File: config.mk
export PLATFORM = sky130hd
export DESIGN_NAME = u_tx
export DESIGN_NICKNAME = d
export VERILOG_FILES = /design/src/rtl/u_tx.sv
export SDC_FILE = /design/constraint.sdc
export NUM_CORES = 1
export LEC_CHECK = 0
export ABC_CLOCK_PERIOD_IN_PS = 2600
export CORE_MARGIN = 3
export CORE_UTILIZATION = 30
export CTS_BUF_LIST = sky130_fd_sc_hd__clkbuf_16
export CTS_CLUSTER_SIZE = 10
export DETAILED_ROUTE_END_ITERATION = 10
export HOLD_SLACK_MARGIN = 0.06
export PLACE_DENSITY_LB_ADDON = 0.08
export SLEW_MARGIN = 10
export SYNTH_ARGS = -nofsm -noshare
export SYNTH_HDL_FRONTEND = slang
export SYNTH_SLANG_ARGS = --single-unit
File: constraint.sdc
create_clock -name clk -period 2.6 [get_ports clk]
set_input_delay 0.52 -clock clk [delete_from_list [all_inputs] [get_ports clk]]
set_output_delay 0.52 -clock clk [all_outputs]
set_load 0.03 [all_outputs]
File: src/rtl/u_tx.sv
// u_tx: UART serial transmitter.
// A one-deep holding register takes words over a valid/ready handshake.
// Each word is sent LSB-first as a start bit, the data bits, an optional
// parity bit and the stop bit(s). Bit timing comes from the baud_en_tx
// strobe, which pulses no_of_sample times per serial bit.
// Optional feature macro: UART_TX_PARITY_EN adds an even-parity bit
// (XOR of the data bits) between the last data bit and the stop bit(s).
module u_tx #(
  parameter int width        = 8,
  parameter int no_of_sample = 16,
  parameter int stop_bits    = 1
) (
  input  logic             clk,
  input  logic             rst,
  input  logic             baud_en_tx,
  input  logic [width-1:0] tx_data_in,
  input  logic             tx_valid,
  output logic             tx_ready,
  output logic             tx_out,
  output logic             tx_active,
  output logic             tx_done
);

  // Counter widths are forced to at least one bit so that width=1 or
  // no_of_sample=1 still elaborate. bit_index also counts stop bits.
  localparam int SC_W = (no_of_sample > 1) ? $clog2(no_of_sample) : 1;
  localparam int BI_W = (width > 1) ? $clog2(width) : 1;

  localparam logic [SC_W-1:0] SC_LAST   = SC_W'(no_of_sample - 1);
  localparam logic [BI_W-1:0] BI_LAST   = BI_W'(width - 1);
  localparam logic [BI_W-1:0] STOP_LAST = BI_W'(stop_bits - 1);

  typedef enum logic [2:0] {
    IDLE,
    START,
    DATA,
`ifdef UART_TX_PARITY_EN
    PARITY,
`endif
    STOP
  } state_t;

  state_t           state_q, state_d;
  logic             hold_valid_q, hold_valid_d;
  logic [width-1:0] hold_data_q, hold_data_d;
  logic [width-1:0] shift_q, shift_d;
  logic [SC_W-1:0]  sample_count_q, sample_count_d;
  logic [BI_W-1:0]  bit_index_q, bit_index_d;
  logic             tx_out_q, tx_out_d;
  logic             tx_active_q, tx_active_d;
  logic             tx_done_q, tx_done_d;
  logic             load;
  logic             sc_last;
`ifdef UART_TX_PARITY_EN
  logic             parity_q, parity_d;
`endif

  assign sc_last   = (sample_count_q == SC_LAST);
  assign tx_ready  = !hold_valid_q;
  assign tx_out    = tx_out_q;
  assign tx_active = tx_active_q;
  assign tx_done   = tx_done_q;

  // Next-state logic: frame sequencing on baud ticks, plus the holding register.
  always_comb begin
    state_d        = state_q;
    hold_valid_d   = hold_valid_q;
    hold_data_d    = hold_data_q;
    shift_d        = shift_q;
    sample_count_d = sample_count_q;
    bit_index_d    = bit_index_q;
    tx_out_d       = tx_out_q;
    tx_active_d    = tx_active_q;
    tx_done_d      = 1'b0;
    load           = 1'b0;
`ifdef UART_TX_PARITY_EN
    parity_d       = parity_q;
`endif

    if (baud_en_tx) begin
      case (state_q)
        IDLE: begin
          tx_out_d = 1'b1;
          if (hold_valid_q) begin
            load           = 1'b1;
            tx_out_d       = 1'b0;
            tx_active_d    = 1'b1;
            sample_count_d = '0;
            state_d        = START;
          end
        end
        START: begin
          if (sc_last) begin
            sample_count_d = '0;
            bit_index_d    = '0;
            tx_out_d       = shift_q[0];
            state_d        = DATA;
          end else begin
            sample_count_d = sample_count_q + 1'b1;
          end
        end
        DATA: begin
          if (sc_last) begin
            sample_count_d = '0;
            if (bit_index_q == BI_LAST) begin
`ifdef UART_TX_PARITY_EN
              tx_out_d = parity_q;
              state_d  = PARITY;
`else
              bit_index_d = '0;
              tx_out_d    = 1'b1;
              state_d     = STOP;
`endif
            end else begin
              bit_index_d = bit_index_q + 1'b1;
              shift_d     = shift_q >> 1;
              tx_out_d    = shift_d[0];
            end
          end else begin
            sample_count_d = sample_count_q + 1'b1;
          end
        end
`ifdef UART_TX_PARITY_EN
        PARITY: begin
          if (sc_last) begin
            sample_count_d = '0;
            bit_index_d    = '0;
            tx_out_d       = 1'b1;
            state_d        = STOP;
          end else begin
            sample_count_d = sample_count_q + 1'b1;
          end
        end
`endif
        STOP: begin
          if (sc_last) begin
            sample_count_d = '0;
            if (bit_index_q == STOP_LAST) begin
              tx_done_d = 1'b1;
              if (hold_valid_q) begin
                // Back-to-back: the next start bit follows with no idle gap.
                load     = 1'b1;
                tx_out_d = 1'b0;
                state_d  = START;
              end else begin
                tx_out_d    = 1'b1;
                tx_active_d = 1'b0;
                state_d     = IDLE;
              end
            end else begin
              bit_index_d = bit_index_q + 1'b1;
            end
          end else begin
            sample_count_d = sample_count_q + 1'b1;
          end
        end
        default: begin
          tx_out_d    = 1'b1;
          tx_active_d = 1'b0;
          state_d     = IDLE;
        end
      endcase
    end

    // Drain and write never coincide: one needs hold_valid high, the other low.
    if (load) begin
      shift_d      = hold_data_q;
      hold_valid_d = 1'b0;
`ifdef UART_TX_PARITY_EN
      parity_d     = ^hold_data_q;
`endif
    end else if (tx_valid && !hold_valid_q) begin
      hold_valid_d = 1'b1;
      hold_data_d  = tx_data_in;
    end
  end

  // State and datapath registers; reset aborts any frame in progress.
  always_ff @(posedge clk) begin
    if (rst) begin
      state_q        <= IDLE;
      hold_valid_q   <= 1'b0;
      hold_data_q    <= '0;
      shift_q        <= '0;
      sample_count_q <= '0;
      bit_index_q    <= '0;
      tx_out_q       <= 1'b1;
      tx_active_q    <= 1'b0;
      tx_done_q      <= 1'b0;
`ifdef UART_TX_PARITY_EN
      parity_q       <= 1'b0;
`endif
    end else begin
      state_q        <= state_d;
      hold_valid_q   <= hold_valid_d;
      hold_data_q    <= hold_data_d;
      shift_q        <= shift_d;
      sample_count_q <= sample_count_d;
      bit_index_q    <= bit_index_d;
      tx_out_q       <= tx_out_d;
      tx_active_q    <= tx_active_d;
      tx_done_q      <= tx_done_d;
`ifdef UART_TX_PARITY_EN
      parity_q       <= parity_d;
`endif
    end
  end

endmodule

==> results of run 1 <==
## synthesized netlist by cell type, types with 3 or more instances
| cell | instances |
|---|---|
| nor2_1 | 24 |
| o21ai_0 | 3 |
| nand2_1 | 7 |
| a221oi_1 | 7 |
| inv_1 | 8 |
| buf_2 | 3 |
| nand2b_1 | 6 |
| ha_1 | 9 |
| mux2i_1 | 17 |
| a21oi_1 | 5 |
| dfxtp_1 | 29 |
| a311oi_1 | 3 |
## how the worst max path moves through the flow
stage,startpoint,endpoint,slack (ps),cells after the start
after CTS,hold_valid_q,tx_ready,600,2
final,hold_valid_q,tx_ready,620,2
after detailed placement,baud_en_tx,shift_q[4],410,4
after global placement,baud_en_tx,shift_q[5],500,4
after floorplan,state_q[0],shift_q[7],930,7
after global routing,state_q[1],shift_q[4],510,5
## power groups by stage
| stage | Sequential, mW | Combinational, mW | Clock, mW |
|---|---|---|---|
| after detailed placement | 0.502 | 0.190 | 0 |
| final | 0.494 | 0.190 | 0.535 |
| after global routing | 0.497 | 0.209 | 0.575 |
| after global placement | 0.502 | 0.187 | 0 |
| after CTS | 0.494 | 0.191 | 0.552 |
| after floorplan | 0.500 | 0.129 | 0 |
## through the flow
step / worst slack [ps] / utilization (%) / instance area, um2 / hold WS [ps] / cells
after floorplan: 929 / - / 1520 / 447 / 160
after global placement: 498 / 35.8 / 1720 / 465 / 237
after detailed placement: 413 / 35.8 / 1720 / 471 / 237
after CTS: 597 / 38.6 / 1860 / 478 / 245
after global routing: 508 / 38.6 / 1860 / 510 / 245
final: 616 / 38.6 / 1860 / 477 / 245
## cell type report
type	instances	share of cell area, %
timing repair buffer	18	9.27
multi-input combinational	115	46.0
clock inverter	3	0.739
inverter	8	1.61
clock buffer	5	6.72
sequential	29	31.2
tap	67	4.50
## routing by layer
metal	wire (um)	track usage, %	share of wire (%)	vias up
met1	1660	15.9	51	562
met5	0	0	0	-
met3	114	3.87	3.5	2
li1	-	-	-	606
met2	1480	17.6	45	17
met4	18	4.45	0.55	0
## state kept, by name (all words and copies together) (netlist names)
signal / flops
bit_index_q: 3
hold_valid_q: 1
sample_count_q: 4
tx_done: 1
tx_out: 1
tx_active: 1
shift_q: 8
hold_data_q: 8
state_q: 2
## worst max-delay path: stages (launching register included)
cell,delay (ps)
dfxtp_1,530
inv_1,70
clkdlybuf4s50_1,590
## cell families after synthesis
family | after synthesis | share of synthesized area (%)
adders and majority gates | 9 | 7.41
and+or+nand+nor | 57 | 20.5
DFF | 29 | 38.2
AOI/OAI and AO/OA | 31 | 16.5
buffers and inverters | 16 | 5.51
muxes | 18 | 11.9
==> Implementation_results.wiki, run 1 <==
{| class="wikitable"
! Metric !! Value
|-
| Starting Density || 31.6%
|-
| Largest net degree at the start of global routing || 18
|-
| Max Slew Vio Count || 0
|-
| Number of remaining DRC errors || 0
|-
| Length of the first detailed-routing pass in iterations || 4
|-
| Setup Crit Path Kind || flip-flop to output port
|-
| Placer congestion estimate || 0.793
|-
| Floorplan die area || a little under 0.006 mm2
|-
| Row count || 25
|-
| Share of final-layout standard cells stronger than drive strength 1 || 11.8%
|-
| Net switching power of the design || 0.316 mW
|-
| Mean cell area of the mapped netlist || 9.50 um2
|-
| Count of mapped cells out of synthesis || 160
|-
| Number of synthesized flops with an enable pin || 0
|-
| Residual overflow from global routing || 0
|-
| Data arrival time of the critical path || 1460 ps
|-
| Hold-fix buffers at CTS || 0
|-
| Internal Dissipation || 0.903 mW
|-
| Synthesized cell area || 0.00152 mm2
|-
| Share of the cycle needed by the critical path after routing || 76.3%
|-
| Synth-to-Final Area Change || 22.5%
|-
| Share of the yosys chip area belonging to registers || 38.2%
|-
| Reg-to-reg critical path endpoint || shift_q[3]
|-
| Setup repair after global routing missed its margin || false
|-
| Final hold vios || 0
|-
| Filler instances || 513
|-
| Share of total power in sequential cells || between 40% and 50%
|-
| FF-to-FF path depth || 5
|-
| Fraction of post-synthesis cell area in the top cell type by area || 38.2%
|-
| Power per cell area || 654 mW/mm2
|-
| Shortest clock period the worst path allows after layout || 1980 ps
|-
| Worst hold path class || flip-flop to flip-flop
|-
| Boundary Pins || 16
|-
| Total of max-cap violations || 0
|-
| Skew final || 3.89 ps
|-
| Clock share of power || approximately 44%
|-
| Clock transition at the registers of the reported paths || about 50 ps
|-
| Peak fanout along the critical path || 10
|-
| Number of DRC markers in iteration 0 || 53
|-
| IR drop worst, VDD || 0.281 mV
|-
| Number of antenna violations at the first check in global routing || 0
|-
| Commonest cells after routing, fill and taps aside || 29 x dfxtp_1, 24 x nor2_1, 17 x mux2i_1, 15 x clkdlybuf4s50_1
|-
| Number of instances on the worst hold path || 2
|-
| Switching part of the total || about a quarter
|-
| Clock Sink Count || 29
|-
| Top cells by area in the synthesized netlist || dfxtp_1 38%, mux2i_1 11%, ha_1 7.4%
|-
| Final net count || 198
|-
| Floorplan die height || ~77 um
|-
| Worst-margin pin slew || just over 500 ps
|-
| Leading cell type in the layout, fill and taps excluded || dfxtp_1
|-
| Total leakage power || 0.704 nW
|-
| Setup TNS after final layout || 0 ps
|-
| H-tree levels || 2
|-
| Critical path data required time || 2080 ps
|-
| Top flip-flop cell by instance count after synthesis || dfxtp_1
|-
| Yosys synthesis warning count || 0
|-
| Antenna Nets Post-Route || 0
|-
| Clock tree from TritonCTS || yes
|-
| Sequential standard cell area || about 580 um2
|-
| Count of unique library cells instantiated by Yosys || 44
|-
| Area of the multi-input gates || between 800 and 900 um2
|-
| Register-to-Register Setup Slack || 640 ps
|-
| Remaining max-slew budget at the tightest pin || 65.7%
|-
| Chip Width || 77.2 um
|-
| # Post-CTS Setup Buffers || 0
|-
| Via Count || 1,187
|-
| F_max || 504 MHz
|-
| Post-detailed-route via-to-cell ratio || 4.84
|-
| Combinational cell fraction of total power || 15.6%
|-
| Status || completed
|-
| Leading area contributor after synthesis || dfxtp_1
|-
| Hold path endpoint || bit_index_q[0]
|-
| Core Footprint || 0.00482 mm2
|-
| Number of antenna repair diodes || 0
|-
| Tot Pwr || approximately 1.2 mW
|-
| Share of flip-flops with an asynchronous set or reset || 0%
|-
| Number of global-route vias before repair || about 1,200
|-
| Number of setup violations in the final report || 0
|-
| Number of nets in the synthesized netlist || between 150 and 200
|-
| Number of synthesized register bits || 29
|-
| CTS resizes || 0
|-
| Clock tree buffer depth || 2
|-
| Crit path launch type || flip-flop
|-
| Hold wc startpoint || bit_index_q[0]
|-
| Number of buffers created by CTS || 5
|-
| Total global routing track utilization || 11.9%
|-
| Worst reg2reg startpoint || state_q[1]
|-
| Setup crit end kind || output port
|-
| Total detailed-routing wirelength || 3270 um
|-
| Clock latency on the worst-skew pair || 270 ps
|-
| First-pass GRT wire length || 5730 um
|-
| Post-detailed-route wirelength per cell || 13.4 um
|-
| Detailed placement HPWL || 2410 um
|-
| Cell chosen for the clock root || clkbuf_16
|-
| Number of I/O port buffers || 15
|}
(Power assumes the default switching activity.)
==> run 2, diff against run 1 <==
ABC_CLOCK_PERIOD_IN_PS = 2100   (was 2600)
clock period = 2.1 ns   (was 2.6 ns; I/O delays follow)
==> run 2 against run 1 <==
Compared with the run above: flip-flop and latch count is the same; worst hold slack lost 4.6 ps; clock power grew 48%; total power grew 36%; via count grew 1.9%; sequential share of layout area shrank 0.99 points; critical endpoint is now shift_q[6]; largest power group unchanged.
==> Implementation_results.wiki, run 2 (synthesis gave the netlist of run 1 again) <==
{| class="wikitable"
! Metric !! Value
|-
| Power per cell area || 859 mW/mm2
|-
| Post-detailed-route via-to-cell ratio || 4.84
|-
| Residual overflow from global routing || 0
|-
| Crit path launch type || flip-flop
|-
| Largest net degree at the start of global routing || 16
|-
| Worst Setup Slack, final || 324 ps
|-
| Clock tree buffer depth || 2
|-
| Final net count || 203
|-
| Registers with the most flip-flops || hold_data_q x8, shift_q x8, sample_count_q x4
|-
| Starting Density || 31.6%
|-
| Setup Crit Path Kind || flip-flop to flip-flop
|-
| Filler instances || around 490
|-
| Final hold vios || 0
|-
| CTS resizes || 0
|-
| Detailed placement HPWL || 2430 um
|-
| Total of max-cap violations || 0
|-
| Total leakage power || 0.736 nW
|-
| Worst setup slack before clock tree synthesis || 97.3 ps
|-
| Share of the cycle needed by the critical path after routing || 84.6%
|-
| Worst-case hold slack || roughly 470 ps
|-
| Row count || 25
|-
| Floorplan die height || 77.2 um
|-
| Number of DRC markers in iteration 0 || 50
|-
| Peak fanout along the critical path || 9
|-
| Leading cell type in the layout, fill and taps excluded || dfxtp_1
|-
| Floorplan die area || 0.00596 mm2
|-
| Total global routing track utilization || 11.8%
|-
| Length of the first detailed-routing pass in iterations || 4
|-
| Worst-margin pin slew || 365 ps
|-
| Setup TNS after final layout || 0 ps
|-
| H-tree levels || 2
|-
| Number of setup violations in the final report || 0
|-
| Post-detailed-route wirelength per cell || roughly 13 um
|-
| Hold wc startpoint || hold_data_q[7]
|-
| Placer congestion estimate || 0.744
|-
| Number of I/O port buffers || 15
|-
| Number of antenna repair diodes || 0
|-
| Setup crit end kind || flip-flop
|-
| Number of global-route vias before repair || 1,140
|-
| Via Count || about 1,200
|-
| Area of the multi-input gates || about 860 um2
|-
| Core Footprint || around 0.0048 mm2
|-
| Clock tree from TritonCTS || yes
|-
| Clock latency on the worst-skew pair || approximately 270 ps
|-
| Max Slew Vio Count || 0
|-
| # Post-CTS Setup Buffers || 0
|-
| Commonest cells after routing, fill and taps aside || 29 x dfxtp_1, 24 x nor2_1, 17 x mux2i_1, 15 x clkdlybuf4s50_1
|-
| Tot Pwr || 1.65 mW
|-
| Cell chosen for the clock root || clkbuf_16
|-
| Worst reg2reg startpoint || state_q[1]
|-
| Sequential standard cell area || 581 um2
|-
| Critical path data required time || between 2000 and 2500 ps
|-
| Antenna Nets Post-Route || 0
|-
| F_max || 563 MHz
|-
| Synth-to-Final Area Change || 26.5%
|-
| Chip Width || 77.2 um
|-
| Number of remaining DRC errors || 0
|-
| IR drop worst, VDD || about 0.38 mV
|-
| Status || completed
|-
| Shortest clock period the worst path allows after layout || around 1800 ps
|-
| Worst setup path startpoint || state_q[1]
|-
| Total detailed-routing wirelength || 3330 um
|-
| Remaining max-slew budget at the tightest pin || 75.6%
|-
| Number of antenna violations at the first check in global routing || 0
|-
| Number of buffers created by CTS || 5
|-
| Data arrival time of the critical path || 1950 ps
|-
| Clock Sink Count || 29
|-
| Hold-fix buffers at CTS || 0
|-
| Skew final || 5.35 ps
|-
| Worst hold path class || flip-flop to flip-flop
|-
| Boundary Pins || 16
|-
| Clock transition at the registers of the reported paths || 50 ps
|-
| Setup repair after global routing missed its margin || false
|-
| First-pass GRT wire length || about 5600 um
|-
| Share of final-layout standard cells stronger than drive strength 1 || 13.7%
|}
==> run 2: changes by cell type in the layout (fill, tap and decap cells not counted) <==
cell and change:
clkinv_2 -2, bufinv_16 +1, clkinv_1 +1, buf_4 +5
==> run 2: final timing paths <==
| kind | to | slack (ps) | depth (start not counted) |
|---|---|---|---|
| setup / recovery | shift_q[6] | 320 | 5 |
| hold / removal | shift_q[7] | 470 | 2 |
| hold reg to reg | shift_q[7] | 470 | 2 |
| setup reg to reg | shift_q[6] | 320 | 5 |
==> run 2: final cells by class <==
cell class	instances	share of cell area [%]
Clock buffer	5	6.51
Timing Repair Buffer	23	10.9
Multi-Input combinational cell	115	44.5
Sequential cell	29	30.2
Clock inverter	3	1.95
Tap cell	67	4.36
Inverter	8	1.56
==> run 2: layer usage <==
layer	track usage [%]	vias to the layer above	share of wire (%)
li1	-	622	-
met1	15.9	556	51
met2	16.9	26	43
met3	3.52	6	4.5
met4	6.05	0	1.9
met5	0	-	0
==> run 2: report_power, final <==
group / switching, mW / internal (mW)
Combinational: 0.140 / 0.116
Clock: 0.241 / 0.549
Sequential: 0.0200 / 0.586
==> run 2: per-stage QoR <==
step / cell area [um2] / instances / utilization [%]
2_1_floorplan: 1520 / 160 / -
4_1_cts: 1920 / 250 / 39.9
6_report: 1920 / 250 / 39.9
3_3_place_gp: 1760 / 242 / 36.5
5_1_grt: 1920 / 250 / 39.9
3_5_place_dp: 1760 / 242 / 36.5
==> run 2: worst max-delay path, stage by stage (launching register included) <==
cell	delay (ps)
dfxtp_1	370
ha_1	380
nand3b_2	210
o21ai_4	190
nand3_2	200
a221oi_1	330
==> run 3, diff against run 2 <==
ABC_CLOCK_PERIOD_IN_PS = 1700   (was 2100)
clock period = 1.7 ns   (was 2.1 ns; I/O delays follow)
==> run 3 against run 2 <==
Compared with the run above: critical path depth increased by 2; first-iteration DRC count increased by 94%; clock power increased by 44%; core utilization increased by 4.9 points; die area unchanged; non-clock buffer count increased by 14; critical path type unchanged.
==> Implementation_results.wiki, run 3 (synthesis gave the netlist of run 1 again) <==
{| class="wikitable"
! Metric !! Value
|-
| Chip Width || 77.2 um
|-
| Post-route cell area || about 0.0022 mm2
|-
| Total leakage power || 0.819 nW
|-
| Largest net degree at the start of global routing || 15
|-
| Switching part of the total || 23.4%
|-
| Post-layout util || between 40% and 50%
|-
| Crit path largest cell delay || 330 ps
|-
| Floorplan die area || 0.00596 mm2
|-
| Clock Sink Count || 29
|-
| Clock tree buffer depth || 2
|-
| Starting Density || 31.6%
|-
| Worst-case hold slack || 485 ps
|-
| Total detailed-routing wirelength || 3650 um
|-
| Total global routing track utilization || 12.6%
|-
| H-tree levels || 2
|-
| Final net count || 217
|-
| Power per cell area || 1050 mW/mm2
|-
| Synth-to-Final Area Change || 42.1%
|-
| Setup crit end kind || flip-flop
|-
| Critical path data required time || 1880 ps
|-
| Leading cell type in the layout, fill and taps excluded || dfxtp_1
|-
| Share of total power in sequential cells || 33.2%
|-
| Number of remaining DRC errors || 0
|-
| Clock latency on the worst-skew pair || 270 ps
|-
| Data arrival time of the critical path || about 1800 ps
|-
| Clock share of power || 50.4%
|-
| Kind of cell adding the most delay to the critical path || compound AO/OA/AOI/OAI gates
|-
| Detailed placement HPWL || 2600 um
|-
| Skew final || 3.27 ps
|-
| Number of global-route vias before repair || 1,247
|-
| Clock transition at the registers of the reported paths || 50 ps
|-
| Shortest clock period the worst path allows after layout || between 1500 and 2000 ps
|-
| Number of setup violations in the final report || 0
|-
| Number of DRC markers in iteration 0 || 97
|-
| Max Slew Vio Count || 0
|-
| Internal Dissipation || 1.73 mW
|-
| Worst setup slack before clock tree synthesis || -51.4 ps
|-
| Boundary Pins || 16
|-
| Clock tree from TritonCTS || yes
|-
| First-pass GRT wire length || 5980 um
|-
| Total of max-cap violations || 0
|-
| Worst-margin pin slew || 376 ps
|-
| Worst hold path class || flip-flop to flip-flop
|-
| Tot Pwr || 2.26 mW
|-
| Buf+Inv Stages, Crit Path || 2
|-
| Number of antenna repair diodes || 0
|-
| Setup TNS after final layout || 0 ps
|-
| Length of the first detailed-routing pass in iterations || 4
|-
| Registers with the most flip-flops || hold_data_q x8, shift_q x8, sample_count_q x4
|-
| Peak fanout along the critical path || 8
|-
| Remaining max-slew budget at the tightest pin || 74.8%
|-
| Residual overflow from global routing || 0
|-
| Post-detailed-route via-to-cell ratio || roughly 5
|-
| Net switching power of the design || roughly 0.53 mW
|-
| Row count || 25
|-
| IR drop worst, VDD || 0.475 mV
|-
| Placer congestion estimate || 0.841
|-
| Cell chosen for the clock root || clkbuf_16
|-
| Floorplan die height || 77.2 um
|-
| Number of buffers created by CTS || 5
|-
| Combinational cell fraction of total power || 16.4%
|-
| Share of final-layout standard cells stronger than drive strength 1 || 27.9%
|-
| Post-Place Cells || around 250
|-
| Setup Crit Path Kind || flip-flop to flip-flop
|-
| Cell at the slowest stage of the critical path || dfxtp_2
|-
| Number of I/O port buffers || 15
|-
| Final hold vios || 0
|-
| Commonest cells after routing, fill and taps aside || 25 x dfxtp_1, 24 x nor2_1, 21 x buf_4, 17 x mux2i_1, 15 x clkdlybuf4s50_1
|-
| F_max || approximately 600 MHz
|-
| Worst Setup Slack, final || about 55 ps
|-
| Core Footprint || roughly 0.0048 mm2
|-
| Antenna Nets Post-Route || 0
|-
| Status || completed
|-
| Cell-by-cell listing of the critical path || buf_4 > inv_1 > ha_1 > nand3b_4 > o21ai_4 > nand3_4 > a221oi_1
|-
| Filler instances || approximately 470
|-
| Post-detailed-route wirelength per cell || 13.8 um
|-
| Placed standard-cell area || 0.00184 mm2
|-
| Crit path launch type || flip-flop
|-
| Via Count || 1,292
|-
| Share of the cycle needed by the critical path after routing || 96.7%
|-
| Non-filler instance count after layout || 264
|-
| Number of antenna violations at the first check in global routing || 0
|}
==> run 3: final timing paths <==
kind,slack (ps),cells past startpoint,end,startpoint
worst max-delay path,60,7,shift_q[5],bit_index_q[0]
worst min register to register,490,2,shift_q[7],hold_data_q[7]
worst max register to register,60,7,shift_q[5],bit_index_q[0]
worst min-delay path,490,2,shift_q[7],hold_data_q[7]
==> run 3: area by class of cell <==
class	instances	area, um2	share of cell area, %
inverter	8	30.0	1.39
clock inverter	3	65.1	3.01
multi-input combinational	115	952	44.1
sequential	29	586	27.1
clock buffer	5	125	5.79
tap	67	83.8	3.88
timing repair buffer	37	319	14.8
==> run 3: power by group through the flow <==
stage / logic [mW] / clock network [mW] / registers [mW]
floorplan: 0.197 / 0 / 0.764
global placement: 0.332 / 0 / 0.760
detailed placement: 0.331 / 0 / 0.762
CTS: 0.336 / 1.18 / 0.747
global route: 0.407 / 1.21 / 0.755
finish: 0.371 / 1.14 / 0.751
==> run 3: timing repair <==
action / CTS / global route
endpoints found under the setup margin: 6 / 11
pin swaps: 6 / 4
resized for setup: 1 / 21
hold buffers: 0 / 0
buffers inserted: 1 / 3
==> run 3: worst reg2reg max path: cells and delay by family, from the launching register on <==
| kind | cells | cell delay [ps] |
|---|---|---|
| and+or+nand+nor | 2 | 290 |
| DFF | 1 | 330 |
| buffers and inverters | 2 | 190 |
| adders and majority gates | 1 | 230 |
| AOI/OAI and AO/OA | 2 | 500 |
==> run 3: per-layer routing <==
metal | share of wire [%] | wire [um] | global-route usage (%)
met1 | 50 | 1820 | 17.5
met2 | 44 | 1610 | 17.6
met3 | 4.0 | 146 | 3.52
met4 | 2.0 | 72 | 5.87
met5 | 0 | 0 | 0
